[config.mk]
export PLATFORM = sky130hd
export DESIGN_NAME = adc_pipe_decimator
export DESIGN_NICKNAME = d
export VERILOG_FILES = /design/src/rtl/adc_pipe_pkg.sv /design/src/rtl/adc_pipe_sync_fifo.sv /design/src/rtl/adc_pipe_decimator.sv
export SDC_FILE = /design/constraint.sdc
export NUM_CORES = 1
export LEC_CHECK = 0
export BUFFER_PORTS_ARGS = -buffer_cell sky130_fd_sc_hd__buf_2
export CORE_AREA = 2 2 74 76
export DETAILED_ROUTE_END_ITERATION = 16
export DIE_AREA = 0 0 76 78
export GPL_TIMING_DRIVEN = 0
export PLACE_DENSITY = 0.75
export SLEW_MARGIN = 40
export SYNTH_ARGS = -nofsm -noshare
export SYNTH_HDL_FRONTEND = slang
export SYNTH_SLANG_ARGS = --single-unit
[constraint.sdc]
create_clock -name clock_i -period 2.1 [get_ports clock_i]
set_input_delay 0.105 -clock clock_i [delete_from_list [all_inputs] [get_ports clock_i]]
set_output_delay 0.105 -clock clock_i [all_outputs]
set_load 0.005 [all_outputs]
[src/rtl/adc_pipe_pkg.sv]
// adc_pipe_pkg -- shared state type and default parameters for the ADC decimator.
// Rev 1.0
`default_nettype none

package adc_pipe_pkg;

  localparam int unsigned CODE_W           = 3;
  localparam int unsigned OSR_LOG2_DEFAULT = 3;
  localparam int unsigned WARMUP_DEFAULT   = 2;
  localparam int unsigned DEPTH_DEFAULT    = 4;

  typedef enum logic [1:0] {
    ST_IDLE   = 2'd0,
    ST_WARMUP = 2'd1,
    ST_ACCUM  = 2'd2
  } state_e;

endpackage

`default_nettype wire

[src/rtl/adc_pipe_sync_fifo.sv]
// adc_pipe_sync_fifo -- single-clock FIFO with registered head word, level and empty/full.
// Rev 1.0
`default_nettype none

module adc_pipe_sync_fifo #(
  parameter int unsigned WIDTH = 6,
  parameter int unsigned DEPTH = 4
) (
  input  logic                       clk_i,
  input  logic                       rst_ni,
  input  logic                       push_i,
  input  logic [WIDTH-1:0]           wdata_i,
  input  logic                       pop_i,
  output logic [WIDTH-1:0]           rdata_o,
  output logic                       full_o,
  output logic                       empty_o,
  output logic [$clog2(DEPTH):0]     level_o
);

  localparam int unsigned PTR_W = $clog2(DEPTH);
  localparam int unsigned LVL_W = PTR_W + 1;

  logic [WIDTH-1:0] mem_q [DEPTH];
  logic [PTR_W-1:0] wr_q, wr_d;
  logic [PTR_W-1:0] rd_q, rd_d;
  logic [LVL_W-1:0] level_q, level_d;
  logic [WIDTH-1:0] rdata_q, rdata_d;
  logic             pop_ok_w;
  logic             push_ok_w;

  assign empty_o = (level_q == '0);
  assign full_o  = (level_q == LVL_W'(DEPTH));

  always_comb begin
    pop_ok_w  = pop_i && !empty_o;
    // A full FIFO still takes a push when the head leaves on the same edge.
    push_ok_w = push_i && (!full_o || pop_ok_w);
    wr_d      = push_ok_w ? wr_q + PTR_W'(1) : wr_q;
    rd_d      = pop_ok_w ? rd_q + PTR_W'(1) : rd_q;
    level_d   = level_q;
    if (push_ok_w && !pop_ok_w) level_d = level_q + LVL_W'(1);
    if (!push_ok_w && pop_ok_w) level_d = level_q - LVL_W'(1);
    // The new head may be the word being written right now.
    if (level_d == '0)                rdata_d = '0;
    else if (push_ok_w && wr_q == rd_d) rdata_d = wdata_i;
    else                              rdata_d = mem_q[rd_d];
  end

  always_ff @(posedge clk_i) begin
    if (push_ok_w) mem_q[wr_q] <= wdata_i;
  end

  always_ff @(posedge clk_i or negedge rst_ni) begin
    if (!rst_ni) begin
      wr_q    <= '0;
      rd_q    <= '0;
      level_q <= '0;
      rdata_q <= '0;
    end else begin
      wr_q    <= wr_d;
      rd_q    <= rd_d;
      level_q <= level_d;
      rdata_q <= rdata_d;
    end
  end

  assign rdata_o = rdata_q;
  assign level_o = level_q;

endmodule

`default_nettype wire

[src/rtl/adc_pipe_decimator.sv]
// adc_pipe_decimator -- sums blocks of 2^OSR_LOG2 encoder codes into an output FIFO.
// Rev 1.0
`default_nettype none

module adc_pipe_decimator
  import adc_pipe_pkg::*;
#(
  parameter int unsigned OSR_LOG2 = OSR_LOG2_DEFAULT,
  parameter int unsigned WARMUP   = WARMUP_DEFAULT,
  parameter int unsigned DEPTH    = DEPTH_DEFAULT
) (
  input  logic                        clock_i,
  input  logic                        reset_ni,
  input  logic                        enable_i,
  input  logic [CODE_W-1:0]           d_i,
  output logic [CODE_W+OSR_LOG2-1:0]  data_o,
  output logic                        valid_o,
  input  logic                        ready_i,
  output logic [$clog2(DEPTH):0]      level_o,
  output logic                        overflow_o,
  input  logic                        clear_ovf_i
);

  localparam int unsigned SUM_W  = CODE_W + OSR_LOG2;
  localparam int unsigned CNT_W  = OSR_LOG2;
  localparam int unsigned WCNT_W = (WARMUP > 1) ? $clog2(WARMUP) : 1;
  localparam logic [CNT_W-1:0]  CNT_LAST  = '1;
  localparam logic [WCNT_W-1:0] WCNT_LAST = (WARMUP >= 2) ? WCNT_W'(WARMUP - 2) : '0;

  state_e            state_q;
  logic [CNT_W-1:0]  cnt_q;
  logic [WCNT_W-1:0] wcnt_q;
  logic [SUM_W-1:0]  acc_q;
  logic              ovf_q, ovf_d;

  logic              push_w;
  logic [SUM_W-1:0]  sum_w;
  logic              full_w;
  logic              empty_w;
  logic              drop_w;

  assign sum_w  = acc_q + SUM_W'(d_i);
  assign push_w = (state_q == ST_ACCUM) && enable_i && (cnt_q == CNT_LAST);
  assign drop_w = push_w && full_w && !(ready_i && !empty_w);

  always_comb begin
    ovf_d = ovf_q;
    if (clear_ovf_i) ovf_d = 1'b0;
    if (drop_w)      ovf_d = 1'b1;
  end

  // The code seen on the enabling edge is the first of the WARMUP discarded codes.
  always_ff @(posedge clock_i or negedge reset_ni) begin
    if (!reset_ni) begin
      state_q <= ST_IDLE;
      cnt_q   <= '0;
      wcnt_q  <= '0;
      acc_q   <= '0;
      ovf_q   <= 1'b0;
    end else begin
      ovf_q <= ovf_d;
      if (!enable_i) begin
        state_q <= ST_IDLE;
        cnt_q   <= '0;
        wcnt_q  <= '0;
        acc_q   <= '0;
      end else begin
        case (state_q)
          ST_IDLE: begin
            wcnt_q <= '0;
            cnt_q  <= '0;
            acc_q  <= '0;
            if (WARMUP >= 2) begin
              state_q <= ST_WARMUP;
            end else begin
              state_q <= ST_ACCUM;
              if (WARMUP == 0) begin
                acc_q <= SUM_W'(d_i);
                cnt_q <= CNT_W'(1);
              end
            end
          end
          ST_WARMUP: begin
            if (wcnt_q == WCNT_LAST) state_q <= ST_ACCUM;
            else                     wcnt_q  <= wcnt_q + WCNT_W'(1);
          end
          ST_ACCUM: begin
            cnt_q <= cnt_q + CNT_W'(1);
            acc_q <= (cnt_q == CNT_LAST) ? '0 : sum_w;
          end
          default: state_q <= ST_IDLE;
        endcase
      end
    end
  end

  adc_pipe_sync_fifo #(
    .WIDTH (SUM_W),
    .DEPTH (DEPTH)
  ) u_fifo (
    .clk_i   (clock_i),
    .rst_ni  (reset_ni),
    .push_i  (push_w),
    .wdata_i (sum_w),
    .pop_i   (ready_i),
    .rdata_o (data_o),
    .full_o  (full_w),
    .empty_o (empty_w),
    .level_o (level_o)
  );

  assign valid_o    = !empty_w;
  assign overflow_o = ovf_q;

endmodule

`default_nettype wire

==> results.ini <==
[status]
status=finished, violations left
violations=negative setup slack

[floorplanning]
boundaryPins=19
die_area_sq_um=5928
rows=26
start_util_pct=53.08
fp.dieW_um=76
core_sq_um=5042
fp.dieH_um=78

[worst_setup_path]
crit_path_max_fanout=7
end_kind=flip-flop
crit_path_top_delay_cell=or4_4
path_class=reg -> reg
worstPathCellList=inv_2 -> ha_4 -> nor2b_4 -> nor3_2 -> or4_4 -> buf_6 -> a21o_4 -> a211oi_2
critPathArrivalTime_ns=2.31
crit_path_start_kind=flip-flop
worstPathRequired_ns=2.31
max_stage_delay_ns=0.48

[power_and_ir_drop]
p_leak_nw=1.314
vdd_drop_max_v=0.0004751
swShare_pct=37.14
p_sw_mw=1.283
pwr-share-comb_pct=49.4
powerDensity_nw_per_um2=1069
pwr-share-clk_pct=16.3
intPower_mw=2.172
p_seq_share_pct=34.2
power_mw=3.455

[synthesis]
synth_xor_area_share_pct=3.273
synth_edf_count=24
synth_top_family_by_area=compound AO/OA/AOI/OAI gates
muxShareOfSynthArea_pct=3.600
netlist-cell-type-count=49
syn-num-nets=267
synthCells=246
yosysTopAreaCell=edfxtp_1
synth_fa_ha_area_share_pct=6.358
yosysWarnings=0
synth_seq_area_share_pct=50.30
synth_async_sr_flop_share_pct=51.02
synth.area.top_cells=edfxtp_1 27%, dfrtp_1 23%, ha_1 5.6%, a211oi_1 4.2%, nand2_1 2.7%
synth-simple-area-share_pct=15.24
synth-compound-area-share_pct=17.11
ys.flop_type=dfrtp_1
synth.top_cell.area_share_pct=26.93
syn_avg_cell_area_sq_um=10.88
synth_area_sq_um=2676
ys_seq_elements=49

[sta]
finalCritPeriodShare_pct=100.2
tightest_slew_ns=0.5819
worst_slack_ns=-0.004291
setup_tns_ns=-0.004291
clock.fmax_mhz=475.2
whs_ns=0.09452
skew_ns=0.004755
post-route-min-period_ns=2.104
finalHoldViolations=0
relSlewSlack_pct=61.20
slew_viol_final=0
rsz0062_at_grt=true
setup_violations=1

[clock_network]
cts_sinks=49
clockBufferDepth=2
htree_levels=2
cts_root_buf=clkbuf_8
clk_pin_slew_ns=0.08
cts_tree=yes
worstSkewPairLatency_ns=0.29
cts_buffers=5

[finish]
fin_area_sq_um=3231
n_fill_cell=385
n_antenna_cell=0
area_growth_pct=20.71
drive_above_1_share_pct=29.76
utilization_pct=64.07
stdcell_count=359
final_nets=309

[grt]
grt_pass1_vias=1893
grt_max_degree=26
overflow=0
grt_use_total_pct=19.16
antenna_found_initial=0
grt_first_pass_wirelength_um=8949

[placement]
dp.cells=334
dp_slack_ns=-0.2354
port-buffer-count=18
placed_area_sq_um=2854
dpl.hpwl_um=3821
finalWeightedCongestion=0.8306

[hold_path]
hold_class=in -> reg

[job]
max-cap-violations=0

[route]
detail_route.wl_per_cell_um=16.03
drtAntennaViolNets=0
vias_per_cell=5.724
routed_wl_um=5756
vias=2055
drc=0
drt-initial-drc-count=187
first_pass_iters=7

## path summary, 6_finish.rpt
path / start / endpoint / slack (ns) / cells past startpoint
worst max-delay path: u_fifo.level_o[1] / u_fifo.rdata_o[2] / -0.004 / 8
worst min-delay path: enable_i / state_q[0] / 0.09 / 2
worst max register to register: u_fifo.level_o[1] / u_fifo.rdata_o[2] / -0.004 / 8
worst min register to register: overflow_o / overflow_o / 0.53 / 2
max in group asynchronous: reset_ni / acc_q[4] / 1.38 / 2
min in group asynchronous: reset_ni / u_fifo.level_o[2] / 0.33 / 2
## cell usage in the layout (no fill, tap or decap), drive strengths merged, types with 4 or more instances in the layout
| master | count |
|---|---|
| a21oi | 5 |
| inv | 10 |
| edfxtp | 24 |
| and3 | 5 |
| a211oi | 16 |
| a31o | 4 |
| nor2 | 10 |
| mux2i | 4 |
| clkbuf | 15 |
| a221o | 4 |
| mux2 | 5 |
| xor2 | 5 |
| nand2 | 19 |
| o21ai | 11 |
| nand3 | 12 |
| buf | 41 |
| a21o | 4 |
| and2 | 5 |
| ha | 12 |
| a22oi | 7 |
| xnor2 | 5 |
| dfrtp | 25 |
| nor3 | 7 |
| nor2b | 7 |
## flip-flops by register name, indices dropped and copies added (netlist names)
signal / count
u_fifo.mem_q: 24
u_fifo.level_o: 3
acc_q: 6
u_fifo.wr_q: 2
state_q: 2
u_fifo.rdata_o: 6
u_fifo.rd_q: 2
overflow_o: 1
cnt_q: 3
## power by group through the flow
| stage | clock network [mW] | logic, mW | registers, mW |
|---|---|---|---|
| 3_3_place_gp | 0 | 1.29 | 1.22 |
| 5_1_grt | 0.622 | 1.87 | 1.20 |
| 2_1_floorplan | 0 | 0.970 | 1.22 |
| 3_5_place_dp | 0 | 1.30 | 1.22 |
| 6_report | 0.564 | 1.71 | 1.18 |
| 4_1_cts | 0.582 | 1.46 | 1.18 |
## metal layers
layer	GRT usage, %	share of wire (%)	up-vias
met5	0	0	-
met3	5.349	8.2	16
met4	8.364	1.8	0
met1	24.60	42	956
li1	-	-	992
met2	30.54	48	91
## what timing repair did
action | CTS | global route
endpoints found under the hold margin | 26 | 0
setup endpoints to repair | 6 | 7
pin swaps | 1 | 4
buffers inserted | 4 | 11
hold buffers | 2 | 0
gates resized for setup | 12 | 23
## synth_stat cells (6+ instances only)
cell / number
nand2_1: 19
o21ai_0: 11
dfrtp_1: 25
nor3_1: 7
nand3_1: 12
nor2b_1: 6
inv_1: 8
ha_1: 12
buf_2: 7
nor2_1: 9
a22oi_1: 7
edfxtp_1: 24
clkbuf_1: 7
a211oi_1: 15
## worst max-delay path, delay by kind of cell (launching register included)
family | cells | cell delay, ns
compound gates | 2 | 0.45
fa+ha+maj | 1 | 0.14
buf+inv | 2 | 0.26
flops | 1 | 0.39
simple gates | 3 | 0.77
## logic make-up after synthesis
family / count (synthesis)
xor gates and xnor gates: 10
DFF: 49
muxes: 9
AOI/OAI and AO/OA: 63
adders and majority gates: 13
buffers and inverters: 25
and+or+nand+nor: 77
## cell type report
class	count	area, sq um	share of cell area (%)
plain buffers	15	82.58	2.556
clock buffers	8	90.09	2.789
inverters	10	40.04	1.239
multi-input cells	172	1354	41.91
flip-flops and latches	49	1346	41.67
well taps	70	87.58	2.711
repair buffers	35	230.2	7.126
(Power assumes the default switching activity.)
